## src/rtl/alu_scheduler.sv

```systemverilog
// alu_scheduler
//   Shares one external 8-bit ALU between two requesters. Each requester
//   offers an operation through a valid/ready handshake. Arbitration is
//   round-robin. A 16-bit (wide) operation runs as two chained 8-bit passes.
//   The issuing requester gets a one-cycle response pulse.
//
// Ports
//   clk, rst_n                 clock, asynchronous active-low reset
//   reqN_valid/ready           request handshake (N = 0, 1)
//   reqN_op/wide/a/b/ci        request payload
//   rspN_valid                 one-cycle response pulse to the issuer
//   rsp_data, rsp_cout         result, held until the next response
//   alu_a/b/ci/mode            drive to the shared ALU (registered only)
//   alu_s, alu_cout            combinational result from the shared ALU
//   busy                       high whenever the sequencer is not idle
module alu_scheduler #(
   parameter int LONG_OPS = 1
) (
   input  logic        clk,
   input  logic        rst_n,
   input  logic        req0_valid,
   output logic        req0_ready,
   input  logic [3:0]  req0_op,
   input  logic        req0_wide,
   input  logic [15:0] req0_a,
   input  logic [15:0] req0_b,
   input  logic        req0_ci,
   input  logic        req1_valid,
   output logic        req1_ready,
   input  logic [3:0]  req1_op,
   input  logic        req1_wide,
   input  logic [15:0] req1_a,
   input  logic [15:0] req1_b,
   input  logic        req1_ci,
   output logic        rsp0_valid,
   output logic        rsp1_valid,
   output logic [15:0] rsp_data,
   output logic        rsp_cout,
   output logic [7:0]  alu_a,
   output logic [7:0]  alu_b,
   output logic        alu_ci,
   output logic [3:0]  alu_mode,
   input  logic [7:0]  alu_s,
   input  logic        alu_cout,
   output logic        busy
);

   typedef enum logic [1:0] {IDLE, LO, HI, DONE} state_t;

   state_t      state;
   logic        last_grant;   // 1 = req1 was granted last
   logic        id_q;         // requester that owns the current op
   logic [3:0]  op_q;
   logic        wide_q;
   logic [7:0]  a_hi;         // upper operand bytes, used by the HI pass
   logic [7:0]  b_hi;
   logic        ci_q;
   logic [7:0]  res_lo;

   logic        grant1;
   logic        accept;
   logic [3:0]  sel_op;
   logic        sel_wide;
   logic [15:0] sel_a;
   logic [15:0] sel_b;
   logic        sel_ci;
   logic        chain;

   // Round-robin pick: a lone requester wins; on contention the one not
   // granted last wins.
   always_comb begin
      // NOTE: every signal assigned in a combinational block gets a default
      // first, so no path can leave it unassigned and infer a latch.
      grant1 = 1'b0;
      if (req0_valid && req1_valid)
         grant1 = ~last_grant;
      else
         grant1 = req1_valid;
   end

   // Ready is gated by rst_n so that no request is acknowledged while reset
   // is held, even though the valids may already be high.
   assign accept     = rst_n && (state == IDLE) && (req0_valid || req1_valid);
   assign req0_ready = accept & ~grant1;
   assign req1_ready = accept &  grant1;

   assign sel_op   = grant1 ? req1_op   : req0_op;
   assign sel_wide = (grant1 ? req1_wide : req0_wide) & (LONG_OPS != 0);
   assign sel_a    = grant1 ? req1_a    : req0_a;
   assign sel_b    = grant1 ? req1_b    : req0_b;
   assign sel_ci   = grant1 ? req1_ci   : req0_ci;

   // Carry chains into the high pass only for add and sub.
   assign chain = (op_q[3:1] == 3'b000);

   // The ALU drive, response and busy outputs are all registered and are
   // loaded on the transition into the state that presents them.
   always_ff @(posedge clk or negedge rst_n) begin
      if (!rst_n) begin
         state      <= IDLE;
         last_grant <= 1'b1;
         id_q       <= 1'b0;
         op_q       <= '0;
         wide_q     <= 1'b0;
         a_hi       <= '0;
         b_hi       <= '0;
         ci_q       <= 1'b0;
         res_lo     <= '0;
         rsp0_valid <= 1'b0;
         rsp1_valid <= 1'b0;
         rsp_data   <= '0;
         rsp_cout   <= 1'b0;
         alu_a      <= '0;
         alu_b      <= '0;
         alu_ci     <= 1'b0;
         alu_mode   <= '0;
         busy       <= 1'b0;
      end else begin
         // NOTE: sequential state uses non-blocking assignments only, so every
         // register samples values from before the edge.
         case (state)
            IDLE: begin
               if (accept) begin
                  state      <= LO;
                  busy       <= 1'b1;
                  last_grant <= grant1;
                  id_q       <= grant1;
                  op_q       <= sel_op;
                  wide_q     <= sel_wide;
                  a_hi       <= sel_a[15:8];
                  b_hi       <= sel_b[15:8];
                  ci_q       <= sel_ci;
                  alu_a      <= sel_a[7:0];
                  alu_b      <= sel_b[7:0];
                  alu_ci     <= sel_ci;
                  alu_mode   <= sel_op;
               end
            end
            LO: begin
               res_lo <= alu_s;
               if (wide_q) begin
                  state    <= HI;
                  alu_a    <= a_hi;
                  alu_b    <= b_hi;
                  alu_ci   <= chain ? alu_cout : ci_q;
                  alu_mode <= op_q;
               end else begin
                  state      <= DONE;
                  alu_a      <= '0;
                  alu_b      <= '0;
                  alu_ci     <= 1'b0;
                  alu_mode   <= '0;
                  rsp_data   <= {8'h00, alu_s};
                  rsp_cout   <= alu_cout;
                  rsp0_valid <= ~id_q;
                  rsp1_valid <=  id_q;
               end
            end
            HI: begin
               state      <= DONE;
               alu_a      <= '0;
               alu_b      <= '0;
               alu_ci     <= 1'b0;
               alu_mode   <= '0;
               rsp_data   <= {alu_s, res_lo};
               rsp_cout   <= alu_cout;
               rsp0_valid <= ~id_q;
               rsp1_valid <=  id_q;
            end
            DONE: begin
               state      <= IDLE;
               busy       <= 1'b0;
               rsp0_valid <= 1'b0;
               rsp1_valid <= 1'b0;
            end
            default: state <= IDLE;
         endcase
      end
   end

endmodule

```

## config.mk

```make
export PLATFORM = sky130hd
export DESIGN_NAME = alu_scheduler
export DESIGN_NICKNAME = d
export VERILOG_FILES = /design/src/rtl/alu_scheduler.sv
export SDC_FILE = /design/constraint.sdc
export NUM_CORES = 1
export LEC_CHECK = 0
export BUFFER_PORTS_ARGS = -buffer_cell sky130_fd_sc_hd__clkbuf_2
export CAP_MARGIN = 20
export CORE_AREA = 2 2 64 127
export DETAILED_ROUTE_END_ITERATION = 8
export DIE_AREA = 0 0 66 129
export PLACE_DENSITY = 0.89
export SLEW_MARGIN = 20
export SYNTH_ARGS = -nofsm -noshare
export SYNTH_HDL_FRONTEND = slang
export SYNTH_SLANG_ARGS = --single-unit
```

## constraint.sdc

```tcl
create_clock -name clk -period 1.9 [get_ports clk]
set_input_delay 0.38 -clock clk [delete_from_list [all_inputs] [get_ports clk]]
set_output_delay 0.38 -clock clk [all_outputs]
set_load 0.02 [all_outputs]
```

==> results of run 1 <==
## cells by family after synthesis
| group | after synthesis | share of synthesized area |
|---|---|---|
| AOI/OAI and AO/OA | 104 | 0.1905 |
| and+or+nand+nor | 78 | 0.08401 |
| DFF | 75 | 0.5105 |
| muxes | 55 | 0.1527 |
| buffers and inverters | 29 | 0.04524 |
| adders and majority gates | 5 | 0.01701 |
## stage by stage
stage	cells	utilization	hold WS [ns]	setup TNS (ns)	setup WS (ns)
2_1_floorplan	346	-	0.08441	0	0.1138
3_3_place_gp	561	0.5901	0.2012	0	0.2476
3_5_place_dp	561	0.5901	0.2028	0	0.1659
4_1_cts	581	0.6345	0.3076	0	0.0003672
5_1_grt	589	0.6441	0.3229	-0.1378	-0.07112
6_report	589	0.6441	0.2660	0	0.002732
## placed cells by master, fill, tap and decap left out, types with 2 or more instances in the layout
master,instances
sky130_fd_sc_hd__clkbuf_8,3
sky130_fd_sc_hd__inv_2,3
sky130_fd_sc_hd__a21oi_1,14
sky130_fd_sc_hd__clkinvlp_4,3
sky130_fd_sc_hd__buf_12,2
sky130_fd_sc_hd__dfrtp_1,74
sky130_fd_sc_hd__nor2b_1,2
sky130_fd_sc_hd__clkbuf_2,128
sky130_fd_sc_hd__o21ai_0,27
sky130_fd_sc_hd__dlygate4sd3_1,2
sky130_fd_sc_hd__o221ai_1,8
sky130_fd_sc_hd__mux2_2,9
sky130_fd_sc_hd__buf_4,25
sky130_fd_sc_hd__nor2_1,15
sky130_fd_sc_hd__ha_1,4
sky130_fd_sc_hd__clkbuf_16,9
sky130_fd_sc_hd__a2bb2oi_1,4
sky130_fd_sc_hd__a21o_1,2
sky130_fd_sc_hd__o41ai_1,3
sky130_fd_sc_hd__o21a_1,16
sky130_fd_sc_hd__a21boi_0,7
sky130_fd_sc_hd__mux2i_1,46
sky130_fd_sc_hd__clkbuf_1,2
sky130_fd_sc_hd__o211ai_1,17
sky130_fd_sc_hd__nand2_1,56
## worst paths after layout
check | startpoint | slack, ns | cells after the start | endpoint
worst min-delay path | rst_n | 0.27 | 2 | alu_ci
worst max-delay path | state[0] | 0.003 | 5 | req1_ready
worst max register to register | state[0] | 0.12 | 7 | rsp_data[10]
worst min register to register | ci_q | 0.48 | 2 | ci_q
min in group clk | alu_s[0] | 0.32 | 2 | res_lo[0]
max in group asynchronous | rst_n | 1.03 | 2 | alu_b[0]
## registers in the layout, summed over array words and instances (netlist names)
signal / count
alu_mode: 4
a_hi: 8
busy: 1
ci_q: 1
rsp_data: 16
alu_a: 8
last_grant: 1
rsp0_valid: 1
op_q: 4
wide_q: 1
alu_ci: 1
id_q: 1
b_hi: 8
res_lo: 8
alu_b: 8
rsp_cout: 1
state: 2
rsp1_valid: 1
## cell type report
| type | count | area, sq um | share of cell area |
|---|---|---|---|
| clock inverter | 3 | 22.52 | 0.004634 |
| timing repair buffer | 158 | 902.1 | 0.1856 |
| tap | 94 | 117.6 | 0.02420 |
| sequential | 75 | 1878 | 0.3865 |
| multi-input combinational | 242 | 1664 | 0.3424 |
| clock buffer | 13 | 260.3 | 0.05355 |
| inverter | 4 | 15.01 | 0.003090 |
## worst max-delay path: cells and delay by family, from the launching register on
family	cells	cell delay, ns
DFF	1	0.41
adders and majority gates	1	0.15
AOI/OAI and AO/OA	1	0.15
buffers and inverters	2	0.30
and+or+nand+nor	1	0.18
## report_power, final
| part | internal (uW) | leakage, uW | switching [uW] |
|---|---|---|---|
| Sequential | 2410 | 0.000909 | 475 |
| Combinational | 1820 | 0.00139 | 2370 |
| Clock | 955 | 0.000128 | 622 |
## repair_timing
item	CTS	global route
hold buffers	2	0
endpoints found under the hold margin	4	0
gates resized for setup	6	5
setup buffers	2	8
pin swaps	2	3
endpoints found under the setup margin	2	2
## metal layers
| metal | vias to the layer above | routed length, microns | part of all wire |
|---|---|---|---|
| li1 | 1529 | - | - |
| met1 | 1557 | 3304 | 0.35 |
| met2 | 125 | 5190 | 0.55 |
| met3 | 34 | 557 | 0.059 |
| met4 | 0 | 457 | 0.048 |
| met5 | - | 0 | 0 |
==> run metrics, run 1 <==
number of clock buffers inserted by TritonCTS 9; top-area cell type share of the netlist area 0.5034; crit start category register; final-stage net count 584; Maximum Capacitance Violations 0; Setup-failing EPs final 0; EDFF count, synth 0; worst path cell trace inv_2 > ha_4 > o211ai_1 > nor2_2 > clkbuf_8; post-route minimum period 1.897 ns; number of pins with negative max-slew slack in the final report 0; fraction of final layout cells with drive strength greater than 1 0.3798; met3 GRT Util 0.05157; worst clock skew 0.01091 ns; die width 66 microns; grt met1 use 0.2361; Longest Clk Path Bufs 2; antenna violations before repair 0; remaining number of nets flagged by the antenna check after routing 0; largest area contributor in the synthesized netlist sky130_fd_sc_hd__dfrtp_1; overflow left after global routing 0; number of input and output port buffers inserted 131; ys flop type sky130_fd_sc_hd__dfrtp_1; Clock Sinks 75; Die Y 129 microns; arrival time reported for the critical path endpoint 1.52 ns; Max Clock Freq 527.1 MHz; element type at the critical path end output port; outcome finished clean; register area share after synthesis 0.5105; total of flip-flops plus latches after synthesis 75; highest-delay cell along the critical path sky130_fd_sc_hd__dfrtp_1; vias after detailed routing 3245; Filler Cells Inserted 621; die area 8514 sq um; most common cell in the synthesized netlist sky130_fd_sc_hd__dfrtp_1; final weighted congestion in routability-driven placement 0.8331; post-detailed-route via-to-cell ratio 5.509; Post-Place Cell Area 4452 sq um; syn avg cell area 10.63 sq um; clock latency on the worst-skew pair 0.34 ns; most used routing layer in global routing met2; Hold/Removal Path Class in -> async; number of core rows 45; type of the worst setup path reg -> out; Worst path max stage delay 0.41 ns; Post-Synthesis Net Count 440; Cell variety after synth 31; post-route total power 8655 uW; number of H-tree levels 3; DRC marker count from the first detailed-route iteration 159; fraction of registers with async set or reset after synthesis 1.000; initial core utilization 0.4876; leakage power total 0.002424 uW; CTS Root Cell sky130_fd_sc_hd__clkbuf_16; worst IR drop on VDD 1.239 mV; Power Density 1781 nW/um^2; placeable core region 7545 sq um; WL per Instance 16.15 microns; Worst slew margin 0.4137; HPWL Detailed 7242 microns; leading cell types by count after synthesis 74 x sky130_fd_sc_hd__dfrtp_1, 56 x sky130_fd_sc_hd__nand2_1, 46 x sky130_fd_sc_hd__mux2i_1; post-CTS clock slew at the launch and capture registers of the worst setup and hold paths 0.06 ns; met2 capacity usage during global routing 0.4361; final design instance area without fill 4860 sq um; worst-path maximum fanout 4; total routed wirelength 9510 microns; period utilisation layout 0.9986; antenna cell count 0; I/O Pins 132; number of warnings reported in the yosys synthesis log 0; Data required, critical path 1.52 ns; post-synthesis instance total 346; GRT Util Overall 0.2378; count of final hold-check violations 0; largest net degree at the start of global routing 71; post-synthesis to final-layout area growth 32.11%; unrepaired setup endpoints after global routing true; TritonCTS clock tree built; number of global-route vias before repair 3299; Area contributors post-synth sky130_fd_sc_hd__dfrtp_1 50%, sky130_fd_sc_hd__mux2i_1 13%, sky130_fd_sc_hd__nand2_1 5.7%, sky130_fd_sc_hd__o21ai_0 3.7%, sky130_fd_sc_hd__o211ai_1 3.5%; length of the first detailed-routing pass in iterations 4; measured slew at the worst slew-check pin 0.8795 ns; DR DRC count 0; wire length of the first global-routing pass 15150 microns; cell area after synthesis 3679 sq um
(Power assumes the default switching activity.)
==> run 2, diff against run 1 <==
Settings changed: SETUP_SLACK_MARGIN set to 0.1.
==> run metrics, run 2 (synthesized netlist as in run 1, its figures left out) <==
fraction of final layout cells with drive strength greater than 1 0.3851; GRT Util Overall 0.2442; vias after detailed routing 3236; Setup-failing EPs final 0; Worst slew margin 0.4246; Clock Sinks 75; post-route total power 8654 uW; die area 8514 sq um; highest routing layer actually used met4; length of the first detailed-routing pass in iterations 5; end-of-flow core utilization 0.6466; reg-to-reg endpoint busy; post-route minimum period 1.844 ns; Max Clock Freq 542.3 MHz; DRC marker count from the first detailed-route iteration 137; period utilisation layout 0.9706; Critical R2R Launch state[0]; crit start category register; measured slew at the worst slew-check pin 0.8631 ns; wire length of the first global-routing pass 15570 microns; final-stage net count 585; portion of total power attributed to combinational logic 0.486; Fin Setup TNS 0 ns; number of cell instances on the worst register-to-register path 9; register with the most flip-flops rsp_data; Storage cell area 1878 sq um; number of global-route vias before repair 3380; outcome finished clean; worst path cell trace inv_2 > ha_4 > o211ai_1 > nor2_2 > clkbuf_8; number of input and output port buffers inserted 131; DR DRC count 0; commonest cells after routing, fill and taps aside 128 x sky130_fd_sc_hd__clkbuf_2, 74 x sky130_fd_sc_hd__dfrtp_1, 56 x sky130_fd_sc_hd__nand2_1; number of H-tree levels 3; antenna violations before repair 0; count of final hold-check violations 0; die width 66 microns; Hold/Removal Path Class in -> async; HPWL Detailed 7242 microns; minimum setup slack among reg-to-reg paths 0.21 ns; initial core utilization 0.4876; antenna cell count 0; largest net degree at the start of global routing 71; element type at the critical path end output port; worst-path maximum fanout 3; Clock Power Share 0.181; TritonCTS clock tree built; most common cell after layout, fill and taps aside sky130_fd_sc_hd__clkbuf_2; CTS Root Cell sky130_fd_sc_hd__clkbuf_16; Worst path max stage delay 0.39 ns; switching fraction of total power 0.4001; Pint 5192 uW; kind of cell adding the most delay to the critical path flip-flops; worst IR drop on VDD 1.261 mV; Flop pwr share 0.333; arrival time reported for the critical path endpoint 1.46 ns; type of the worst setup path reg -> out; DR WL met3 580 microns; Data required, critical path 1.52 ns; net switching power of the design 3462 uW; highest-delay cell along the critical path sky130_fd_sc_hd__dfrtp_1; remaining number of nets flagged by the antenna check after routing 0; unrepaired setup endpoints after global routing true; number of buffers and inverters on the critical path 2; total routed wirelength 9574 microns; post-CTS clock slew at the launch and capture registers of the worst setup and hold paths 0.06 ns; met2 wire length 5293 microns; number of pins with negative max-slew slack in the final report 0; max FFs per register 16; final weighted congestion in routability-driven placement 0.8331; clock latency on the worst-skew pair 0.33 ns; routed length on met1 3302 microns; post-detailed-route via-to-cell ratio 5.485; placeable core region 7545 sq um; worst clock skew 0.009231 ns; number of clock buffers inserted by TritonCTS 9; multi-input gate area in the final layout 1668 sq um; WL per Instance 16.23 microns; post-synthesis to final-layout area growth 32.62%; Longest Clk Path Bufs 2; leakage power total 0.002430 uW; Die Y 129 microns; overflow left after global routing 0; Filler Cells Inserted 622; Power Density 1774 nW/um^2; I/O Pins 132; number of core rows 45; Maximum Capacitance Violations 0
## run 2: per-layer routing
metal | track usage | up-vias
met5 | 0 | -
met1 | 0.2413 | 1549
met2 | 0.4433 | 133
met3 | 0.05420 | 28
met4 | 0.1561 | 0
li1 | - | 1526
## run 2: final cells by class
class,instances,area share
inverter,4,0.003078
timing repair buffer,159,0.1880
clock inverter,3,0.004617
sequential,75,0.3850
tap,94,0.02411
multi-input combinational,242,0.3419
clock buffer,13,0.05335
## run 2: stage by stage
| step | worst slack (ns) | cells | hold slack [ns] | area [sq um] |
|---|---|---|---|---|
| 2_1_floorplan | 0.1138 | 346 | 0.08441 | 3679 |
| 3_3_place_gp | 0.2476 | 561 | 0.2012 | 4452 |
| 3_5_place_dp | 0.1659 | 561 | 0.2028 | 4452 |
| 4_1_cts | 0.1116 | 589 | 0.3076 | 4860 |
| 5_1_grt | -0.01010 | 590 | 0.3229 | 4878 |
| 6_report | 0.05594 | 590 | 0.3119 | 4878 |
## run 2: worst register-to-register path: cells and delay by family (launching register included)
family,cells,cell delay (ns)
flops,1,0.39
compound gates,2,0.27
simple gates,1,0.14
fa+ha+maj,1,0.14
buf+inv,5,0.67
## run 2: how the worst max path moves through the flow
stage | to | startpoint | cells past startpoint | slack, ns
2_1_floorplan | req0_ready | state[0] | 5 | 0.11
3_3_place_gp | alu_mode[0] | req1_valid | 6 | 0.25
3_5_place_dp | alu_mode[2] | req1_valid | 6 | 0.17
4_1_cts | req1_ready | state[0] | 5 | 0.11
5_1_grt | req1_ready | state[0] | 5 | -0.01
6_report | req1_ready | state[0] | 5 | 0.06
## run 2: what timing repair did
action                                  in CTS  in global routing
hold endpoints to repair                     4                  0
pin swaps                                    3                  0
hold buffers                                 2                  0
setup buffers                               10                  1
gates resized for setup                      8                  8
endpoints found under the setup margin       2                 21
## run 2: power groups by stage
stage	Combinational, uW	Sequential (uW)	Clock [uW]
floorplan	2330	3320	0
global placement	3850	2860	0
detailed placement	4040	2910	0
CTS	4190	2880	1610
global route	4630	2970	1670
finish	4210	2880	1570
